--- config.mk ---
export PLATFORM = sky130hd
export DESIGN_NAME = onchip_ram_arbiter
export DESIGN_NICKNAME = d
export VERILOG_FILES = /design/src/rtl/onchip_ram_pkg.sv /design/src/rtl/ram_rr_starve_ctr.sv /design/src/rtl/onchip_ram_arbiter.sv
export SDC_FILE = /design/constraint.sdc
export NUM_CORES = 1
export LEC_CHECK = 0
export CORE_MARGIN = 5
export CORE_UTILIZATION = 26
export CTS_CLUSTER_DIAMETER = 200
export DETAILED_ROUTE_END_ITERATION = 6
export PLACE_DENSITY = 0.87
export SLEW_MARGIN = 10
export SYNTH_ARGS = -nofsm -noshare
export SYNTH_HDL_FRONTEND = slang
export SYNTH_SLANG_ARGS = --single-unit
--- constraint.sdc ---
create_clock -name clk -period 6.1 [get_ports clk]
set_clock_uncertainty 0.2 [all_clocks]
set_input_delay 1.22 -clock clk [delete_from_list [all_inputs] [get_ports clk]]
set_output_delay 1.22 -clock clk [all_outputs]
set_load 0.005 [all_outputs]
--- src/rtl/onchip_ram_pkg.sv ---
// rtl/onchip_ram_pkg.sv - shared constants and types for the on-chip RAM arbiter
// Contents: RAM geometry constants, read-owner enum, pending-read tag struct.
package onchip_ram_pkg;

  localparam int ADDR_W = 17;
  localparam int DATA_W = 32;
  localparam int DEPTH  = 77500;

  typedef enum logic {
    OWN_A = 1'b0,
    OWN_B = 1'b1
  } owner_t;

  // One entry of the read-return pipeline: set on an accepted read,
  // consumed the following cycle when the RAM data arrives.
  typedef struct packed {
    logic   valid;
    owner_t owner;
    logic   oob;
  } rd_tag_t;

endpackage

--- src/rtl/ram_rr_starve_ctr.sv ---
// rtl/ram_rr_starve_ctr.sv - consecutive port-A grant counter with starve flag
// Ports:
//   clk, reset  : clock, synchronous active-high reset
//   a_grant     : port A granted this cycle
//   b_grant     : port B granted this cycle
//   b_req       : port B has a request pending this cycle
//   starve      : B is pending and A has used up its streak; B must win
module ram_rr_starve_ctr #(
  parameter int STARVE_LIMIT = 8
) (
  input  logic clk,
  input  logic reset,
  input  logic a_grant,
  input  logic b_grant,
  input  logic b_req,
  output logic starve
);

  localparam logic [7:0] LIMIT = 8'(STARVE_LIMIT);

  logic [7:0] streak;

  // The streak only measures how long B has been waiting behind A, so it
  // restarts whenever B is served or stops asking.
  always_ff @(posedge clk) begin
    if (reset) begin
      streak <= 8'd0;
    end else if (b_grant || !b_req) begin
      streak <= 8'd0;
    end else if (a_grant && (streak != LIMIT)) begin
      streak <= streak + 8'd1;
    end
  end

  assign starve = b_req && (streak == LIMIT);

endmodule

--- src/rtl/onchip_ram_arbiter.sv ---
// rtl/onchip_ram_arbiter.sv - two-master arbiter for the single-port on-chip RAM
// Ports:
//   clk, reset          : clock, synchronous active-high reset
//   a_*                 : display scan-out read port (read-only, priority)
//   b_*                 : CPU / drawing engine port (read/write, byte-enabled)
//   ram_*               : single-port RAM, readdata valid one cycle after address
module onchip_ram_arbiter
#(
  parameter int ADDR_W       = onchip_ram_pkg::ADDR_W,
  parameter int DATA_W       = onchip_ram_pkg::DATA_W,
  parameter int DEPTH        = onchip_ram_pkg::DEPTH,
  parameter int STARVE_LIMIT = 8
) (
  input  logic                clk,
  input  logic                reset,
  input  logic [ADDR_W-1:0]   a_address,
  input  logic                a_read,
  output logic                a_waitrequest,
  output logic [DATA_W-1:0]   a_readdata,
  output logic                a_readdatavalid,
  input  logic [ADDR_W-1:0]   b_address,
  input  logic                b_read,
  input  logic                b_write,
  input  logic [DATA_W/8-1:0] b_byteenable,
  input  logic [DATA_W-1:0]   b_writedata,
  output logic                b_waitrequest,
  output logic [DATA_W-1:0]   b_readdata,
  output logic                b_readdatavalid,
  output logic [ADDR_W-1:0]   ram_address,
  output logic [DATA_W/8-1:0] ram_byteenable,
  output logic                ram_chipselect,
  output logic                ram_write,
  output logic [DATA_W-1:0]   ram_writedata,
  output logic                ram_clken,
  input  logic [DATA_W-1:0]   ram_readdata
);

  import onchip_ram_pkg::*;

  logic              b_req;
  logic              starve;
  logic              grant_a;
  logic              grant_b;
  logic [ADDR_W-1:0] sel_address;
  logic              sel_oob;
  logic              accept_read;
  rd_tag_t           tag;

  assign b_req = b_read | b_write;

  ram_rr_starve_ctr #(
    .STARVE_LIMIT(STARVE_LIMIT)
  ) u_starve (
    .clk    (clk),
    .reset  (reset),
    .a_grant(grant_a),
    .b_grant(grant_b),
    .b_req  (b_req),
    .starve (starve)
  );

  // A wins unless B has waited out the streak limit.
  always_comb begin
    grant_a = 1'b0;
    grant_b = 1'b0;
    if (!reset) begin
      grant_a = a_read && !starve;
      grant_b = b_req && !grant_a;
    end
  end

  assign a_waitrequest = !grant_a;
  assign b_waitrequest = !grant_b;

  assign sel_address = grant_b ? b_address : a_address;
  assign sel_oob     = (32'(sel_address) >= 32'(DEPTH));

  // Out-of-range accesses are still accepted so the master never hangs;
  // the RAM simply is not selected.
  assign ram_clken      = !reset;
  assign ram_address    = sel_address;
  assign ram_byteenable = grant_b ? b_byteenable : '1;
  assign ram_writedata  = grant_b ? b_writedata : '0;
  assign ram_chipselect = (grant_a || grant_b) && !sel_oob;
  assign ram_write      = grant_b && b_write && !sel_oob;

  // b_read with b_write counts as a write, so it produces no return data.
  assign accept_read = grant_a || (grant_b && !b_write);

  always_ff @(posedge clk) begin
    if (reset) begin
      tag <= '0;
    end else begin
      tag.valid <= accept_read;
      tag.owner <= grant_b ? OWN_B : OWN_A;
      tag.oob   <= sel_oob;
    end
  end

  // Gate with reset as well so a read accepted just before reset is never
  // reported in the first reset cycle.
  always_comb begin
    a_readdatavalid = 1'b0;
    b_readdatavalid = 1'b0;
    a_readdata      = '0;
    b_readdata      = '0;
    if (!reset && tag.valid) begin
      if (tag.owner == OWN_A) begin
        a_readdatavalid = 1'b1;
        a_readdata      = tag.oob ? '0 : ram_readdata;
      end else begin
        b_readdatavalid = 1'b1;
        b_readdata      = tag.oob ? '0 : ram_readdata;
      end
    end
  end

endmodule

* Yosys cells after proc, flatten, opt, wreduce, memory -nomap -nowiden
Cells that the tools add are included.
** Cells by class
- Bitwise operators :: 1
- Equal/unequal tests :: 2
- Order comparisons :: 1
- $add $sub $neg :: 1
- Reductions and logical operators :: 21
- Mux-type cells :: 15
** Operators with widths (count)
- 32-bit 2-to-1 mux :: 6
- 17-bit >= comparator (second input constant) :: 1
- 17-bit 2-to-1 mux :: 1
- 1-bit logical AND :: 9
- 8-bit by 1-bit adder with 8-bit output (second input constant) :: 1
- 8-bit by 4-bit equality test with 1-bit output (second input constant) :: 1
- 1-bit logical NOT :: 8
- 8-bit by 4-bit inequality test with 1-bit output (second input constant) :: 1
- 1-bit 2-to-1 mux :: 7
- 4-bit 2-to-1 mux :: 1
- 1-bit logical OR :: 3
- 2-bit OR reduction :: 1
- 1-bit bitwise OR :: 1
** Word-level totals
- Input bits :: 107
- Output and inout bits :: 124
- Word-level logic and storage cells :: 45
- Bits in registers :: 11

* Depth between registers and ports, before layout
- Word-level depth :: 11
- Gate-level depth with buffers :: 9
- Depth with buffers taken out :: 7

* Hierarchy
Synthesis repeated with hierarchy kept, for this count alone.
** Unflattened totals
- Cell total of the unflattened synthesis :: 291
- Area, all modules :: 1675.4 sq um
** By module, submodules not included
- onchip_ram_arbiter :: times used 1, cells an instance 240, area each 1252.5 sq um
- ram_rr_starve_ctr :: times used 1, cells an instance 51, area each 422.9 sq um

* Worst setup path after synthesis
No wires, ideal clock.
- Path type :: input-to-output
- Start :: in a_read
- End :: out ram_address[12]
- Path buffers :: 2
- Setup slack :: 2.487 ns
- Stages on the path :: 6
- Arrival time :: 2.193 ns
- Required time :: 4.680 ns
- Cells stage by stage :: a21boi_2 > nor3_2 > buf_6 > inv_4 > buf_6 > mux2_4
** Between the ends
- Longest elaborated chain between the ends :: 5
** RTL lines
- from (decl) :: line onchip_ram_arbiter.sv:17 : input logic a_read,
- 1-bit logical AND :: line onchip_ram_arbiter.sv:67 : grant_a = a_read && !starve;
- 1-bit logical NOT :: line onchip_ram_arbiter.sv:68 : grant_b = b_req && !grant_a;
- 1-bit logical AND :: line onchip_ram_arbiter.sv:68
- 1-bit 2-to-1 mux :: line onchip_ram_arbiter.sv:66 : if (!reset) begin
- 17-bit 2-to-1 mux :: line onchip_ram_arbiter.sv:75 : assign sel_address = grant_b ? b_address : a_address;
- to (decl) :: line onchip_ram_arbiter.sv:29 : output logic [ADDR_W-1:0] ram_address,
Every way passes these cells.

* Worst setup path in the final report
- Start :: in a_read
- End :: out ram_address[9]
Same word-level chain as after synthesis.

==> tab_implementation.tex <==
\begin{tabular}{lr}
\hline
Metric & Value \\
\hline
\multicolumn{2}{l}{\textbf{STA}} \\
Ratio of final minimum period to clock period & about 83\% \\
Post-route minimum period & around 5.1 ns \\
Maximum clock frequency & between 150 and 200 MHz \\
Tightest Pin Transition & a little under 0.8 ns \\
Total count of max-transition violations in the final report & 0 \\
Final setup violation count & 0 \\
Max-Slew Margin vs Limit & around half \\
Setup repair after global routing missed its margin & no \\
Hold Vio Cnt, Final & 0 \\
Total negative setup slack & 0 ns \\
\multicolumn{2}{l}{\textbf{Global routing}} \\
Total routing usage reported by global routing & about a fifth \\
Antenna violations before repair & 0 \\
Number of global-route vias before repair & 2,514 \\
Largest net degree at the start of global routing & 34 \\
First-pass GRT wire length & around 12,000 µm \\
Residual overflow from global routing & 0 \\
\multicolumn{2}{l}{\textbf{Drt}} \\
Post-detailed-route via-to-cell ratio & between 4 and 5 \\
Wirelength per Cell & approximately 16 µm \\
Top Layer Used & met4 \\
Via count of the routed design & 2,503 \\
First drt pass iteration count & 4 \\
Post-detailed-route count of antenna-violating nets & 0 \\
Length of routed met2 wiring & between 4000 and 5000 µm \\
Detailed Route Iter0 Violations & 55 \\
DRC violations left & 0 \\
Routed wire length & 8770 µm \\
Sum of met3 wire segment lengths after detailed routing & around 1200 µm \\
Detailed-routing wirelength on met1 & about 2700 µm \\
\multicolumn{2}{l}{\textbf{Layout}} \\
Filler cells & 493 \\
Non-filler instance count after layout & 540 \\
Layout Cell Area excl Fill & roughly 4000 µm² \\
Fin nets & about 580 \\
Number of antenna cells inserted & 0 \\
Layout overhead on the synthesized area & 148\% \\
Share of cells above drive strength 1 & between 6 and 7\% \\
\multicolumn{2}{l}{\textbf{Setup path}} \\
Reg2reg path depth & 6 \\
Crit Reg-Reg Startpoint & u\_starve.streak[0]\$\_SDFFE\_PP0P\_ \\
FF-to-FF setup slack & 3.97 ns \\
CP arrival & between 3 and 4 ns \\
Critical path class & in2out \\
End of the worst register-to-register path & tag[0]\$\_SDFF\_PP0\_ \\
Critical path capture point type & output pin \\
Critical path data required time & around 4.7 ns \\
Biggest fanout along the worst timing path & 23 \\
First element of the critical path & a\_read \\
Type of origin of the critical path & input port \\
\multicolumn{2}{l}{\textbf{Min path}} \\
Number of cells on the worst hold path & 1 \\
Beginning of the worst hold path & u\_starve.streak[0]\$\_SDFFE\_PP0P\_ \\
Path type of the worst min-delay path & reg2reg \\
Endpoint with the worst hold slack & u\_starve.streak[0]\$\_SDFFE\_PP0P\_ \\
\multicolumn{2}{l}{\textbf{Yosys}} \\
Commonest cells in the synthesized netlist & nor2\_1 (76), nand2b\_1 (36), and2\_1 (32), clkbuf\_1 (11), dfxtp\_1 (11) \\
Leading cell types by total area after synthesis & nor2\_1 (18\%), nand2b\_1 (14\%), dfxtp\_1 (14\%), and2\_1 (12\%), mux2\_2 (6.9\%) \\
Post-synth EDFFs & 0 \\
Number of distinct standard cells referenced by the synthesized netlist & 36 \\
Synth Flop Type & dfxtp\_1 \\
Mapped Area & $\sim$1600 µm² \\
Fraction of the yosys area taken by sequential cells & between 10\% and 20\% \\
Number of synthesized register bits & 11 \\
FFs w/ async S/R, synth & 0\% \\
Area fraction of the dominant cell type after synthesis & about 18\% \\
Cell type contributing the most total cell area after synthesis & nor2\_1 \\
Post-synthesis area per instance & $\sim$6.7 µm² \\
Most frequent cell after synthesis & nor2\_1 \\
Post-Synthesis Net Count & roughly 350 \\
Number of instances in the synthesized netlist & 242 \\
Yosys warning count & 0 \\
\multicolumn{2}{l}{\textbf{Pwr}} \\
Worst ir drop on vdd & about 0.059 mV \\
Static leakage & 0.00157 µW \\
Power Dens Cells & slightly below 90 nW/µm² \\
Final total power & roughly 350 µW \\
\multicolumn{2}{l}{\textbf{Place}} \\
Detailed Place HPWL & around 7700 µm \\
Cell total after placement & $\sim$540 \\
Placed Area & 3980 µm² \\
Placer congestion estimate & 0.828 \\
Port buffer count & 230 \\
\multicolumn{2}{l}{\textbf{Clock tree}} \\
Clock latency on the worst-skew pair & approximately 0.24 ns \\
TritonCTS buffer count & 3 \\
Post-CTS setup buffer count & 0 \\
Count of hold buffers inserted by post-cts repair & 0 \\
Maximum buffer depth of the clock tree & 2 \\
Clock-pin slew of the registers on the worst-case setup and hold paths & 0.05 ns \\
Cell at the root of the clock tree & clkbuf\_8 \\
H-tree depth & 1 \\
Number of instances resized during post-cts repair & 0 \\
Clock tree sinks & 11 \\
Clock tree from TritonCTS & built \\
\multicolumn{2}{l}{\textbf{Floorplan}} \\
Die extent in x & about 89 µm \\
Cell row count & 28 \\
Initial Utilization & 27.0\% \\
Area of the core region & between 5000 and 6000 µm² \\
Die area & slightly below 8000 µm² \\
Die H & a little under 90 µm \\
Count of pins on the block boundary & between 200 and 250 \\
\multicolumn{2}{l}{\textbf{Flow run}} \\
Max-cap violations & 0 \\
\multicolumn{2}{l}{\textbf{Outcome}} \\
Status & complete, no violations \\
\hline
\end{tabular}
==> worst max-delay path, cell delays in order <==
cell,delay (ns)
clkdlybuf4s50_1,0.44
a21boi_2,0.20
nor3_4,0.62
buf_4,0.34
mux2_2,0.36
clkdlybuf4s50_1,0.45
==> cell families (layout without fill, tap and decap cells) <==
group	count (synthesis)	after routing	synth area share (%)
multiplexers	17	17	13.4
XOR/XNOR	6	6	3.24
flip-flops	11	11	13.6
AO/OA/AOI/OAI	15	15	7.34
adder cells (fa/ha/maj)	2	2	1.54
buffers and inverters	23	246	6.56
AND/OR/NAND/NOR	168	168	54.3
==> how the worst max path moves through the flow <==
stage / to / slack, ns / cells past startpoint
after global routing: ram_address[11] / 0.87 / 6
after floorplan: ram_address[12] / 2.49 / 6
after detailed placement: ram_address[9] / 1.00 / 6
after CTS: ram_address[9] / 1.00 / 6
after global placement: ram_address[9] / 1.08 / 6
final: ram_address[9] / 1.03 / 6
==> metal layers <==
| metal | vias up | GRT usage, % |
|---|---|---|
| met5 | - | 0 |
| met2 | 151 | 39.2 |
| met4 | 0 | 6.50 |
| li1 | 1228 | - |
| met3 | 15 | 6.73 |
| met1 | 1109 | 17.9 |
==> stage by stage <==
stage               util, %  setup WS, ns  hold WS, ns
finish                 67.2          1.03        0.297
CTS                    67.2          1.00        0.297
global placement       66.4          1.08        0.271
detailed placement     66.4          1.00        0.285
global route           67.2         0.875        0.354
floorplan                 -          2.49        0.249
==> registers in the layout (all words and copies together), names as in the netlist <==
register	count
tag	3
u_starve.streak	8
==> area by class of cell <==
cell class              instances  area, µm²  area share [%]
flip-flops and latches         11        220            5.47
clock buffers                   4       45.0            1.12
well taps                      75       93.8            2.33
multi-input cells             208       1300            32.3
inverters                       8       32.5           0.808
repair buffers                234       2330            58.0
==> where the power goes <==
part           total (µW)  switching (µW)  leakage, µW  internal [µW]
Sequential           78.4            4.48    0.0000896           73.9
Clock                72.2            26.4    0.0000228           45.8
Combinational         198            62.9      0.00146            135
Total                 349            93.8      0.00157            255
==> cells in the final DEF (no fill, tap or decap), drive strengths merged <==
master | synthesis | layout
nor4b | 1 | 1
and3 | 1 | 1
a211o | 2 | 2
a22o | 1 | 1
o31ai | 2 | 2
o21a | 1 | 1
nor3 | 1 | 1
nand4 | 4 | 4
and4 | 2 | 2
o22ai | 1 | 1
and2 | 32 | 32
a21oi | 1 | 1
clkbuf | 11 | 4
xnor2 | 1 | 1
o211ai | 1 | 1
ha | 2 | 2
nand2b | 36 | 36
nor3b | 2 | 2
dfxtp | 11 | 11
clkdlybuf4s50 | 0 | 230
nor2b | 3 | 3
a21boi | 1 | 1
o21ai | 1 | 1
o41ai | 2 | 2
xor2 | 5 | 5
inv | 8 | 8
mux2 | 17 | 17
nand2 | 6 | 6
nand3 | 3 | 3
o2111ai | 2 | 2
buf | 4 | 4
and4b | 1 | 1
nor2 | 76 | 76
No activity file was read; power rests on OpenSTA's default activity.
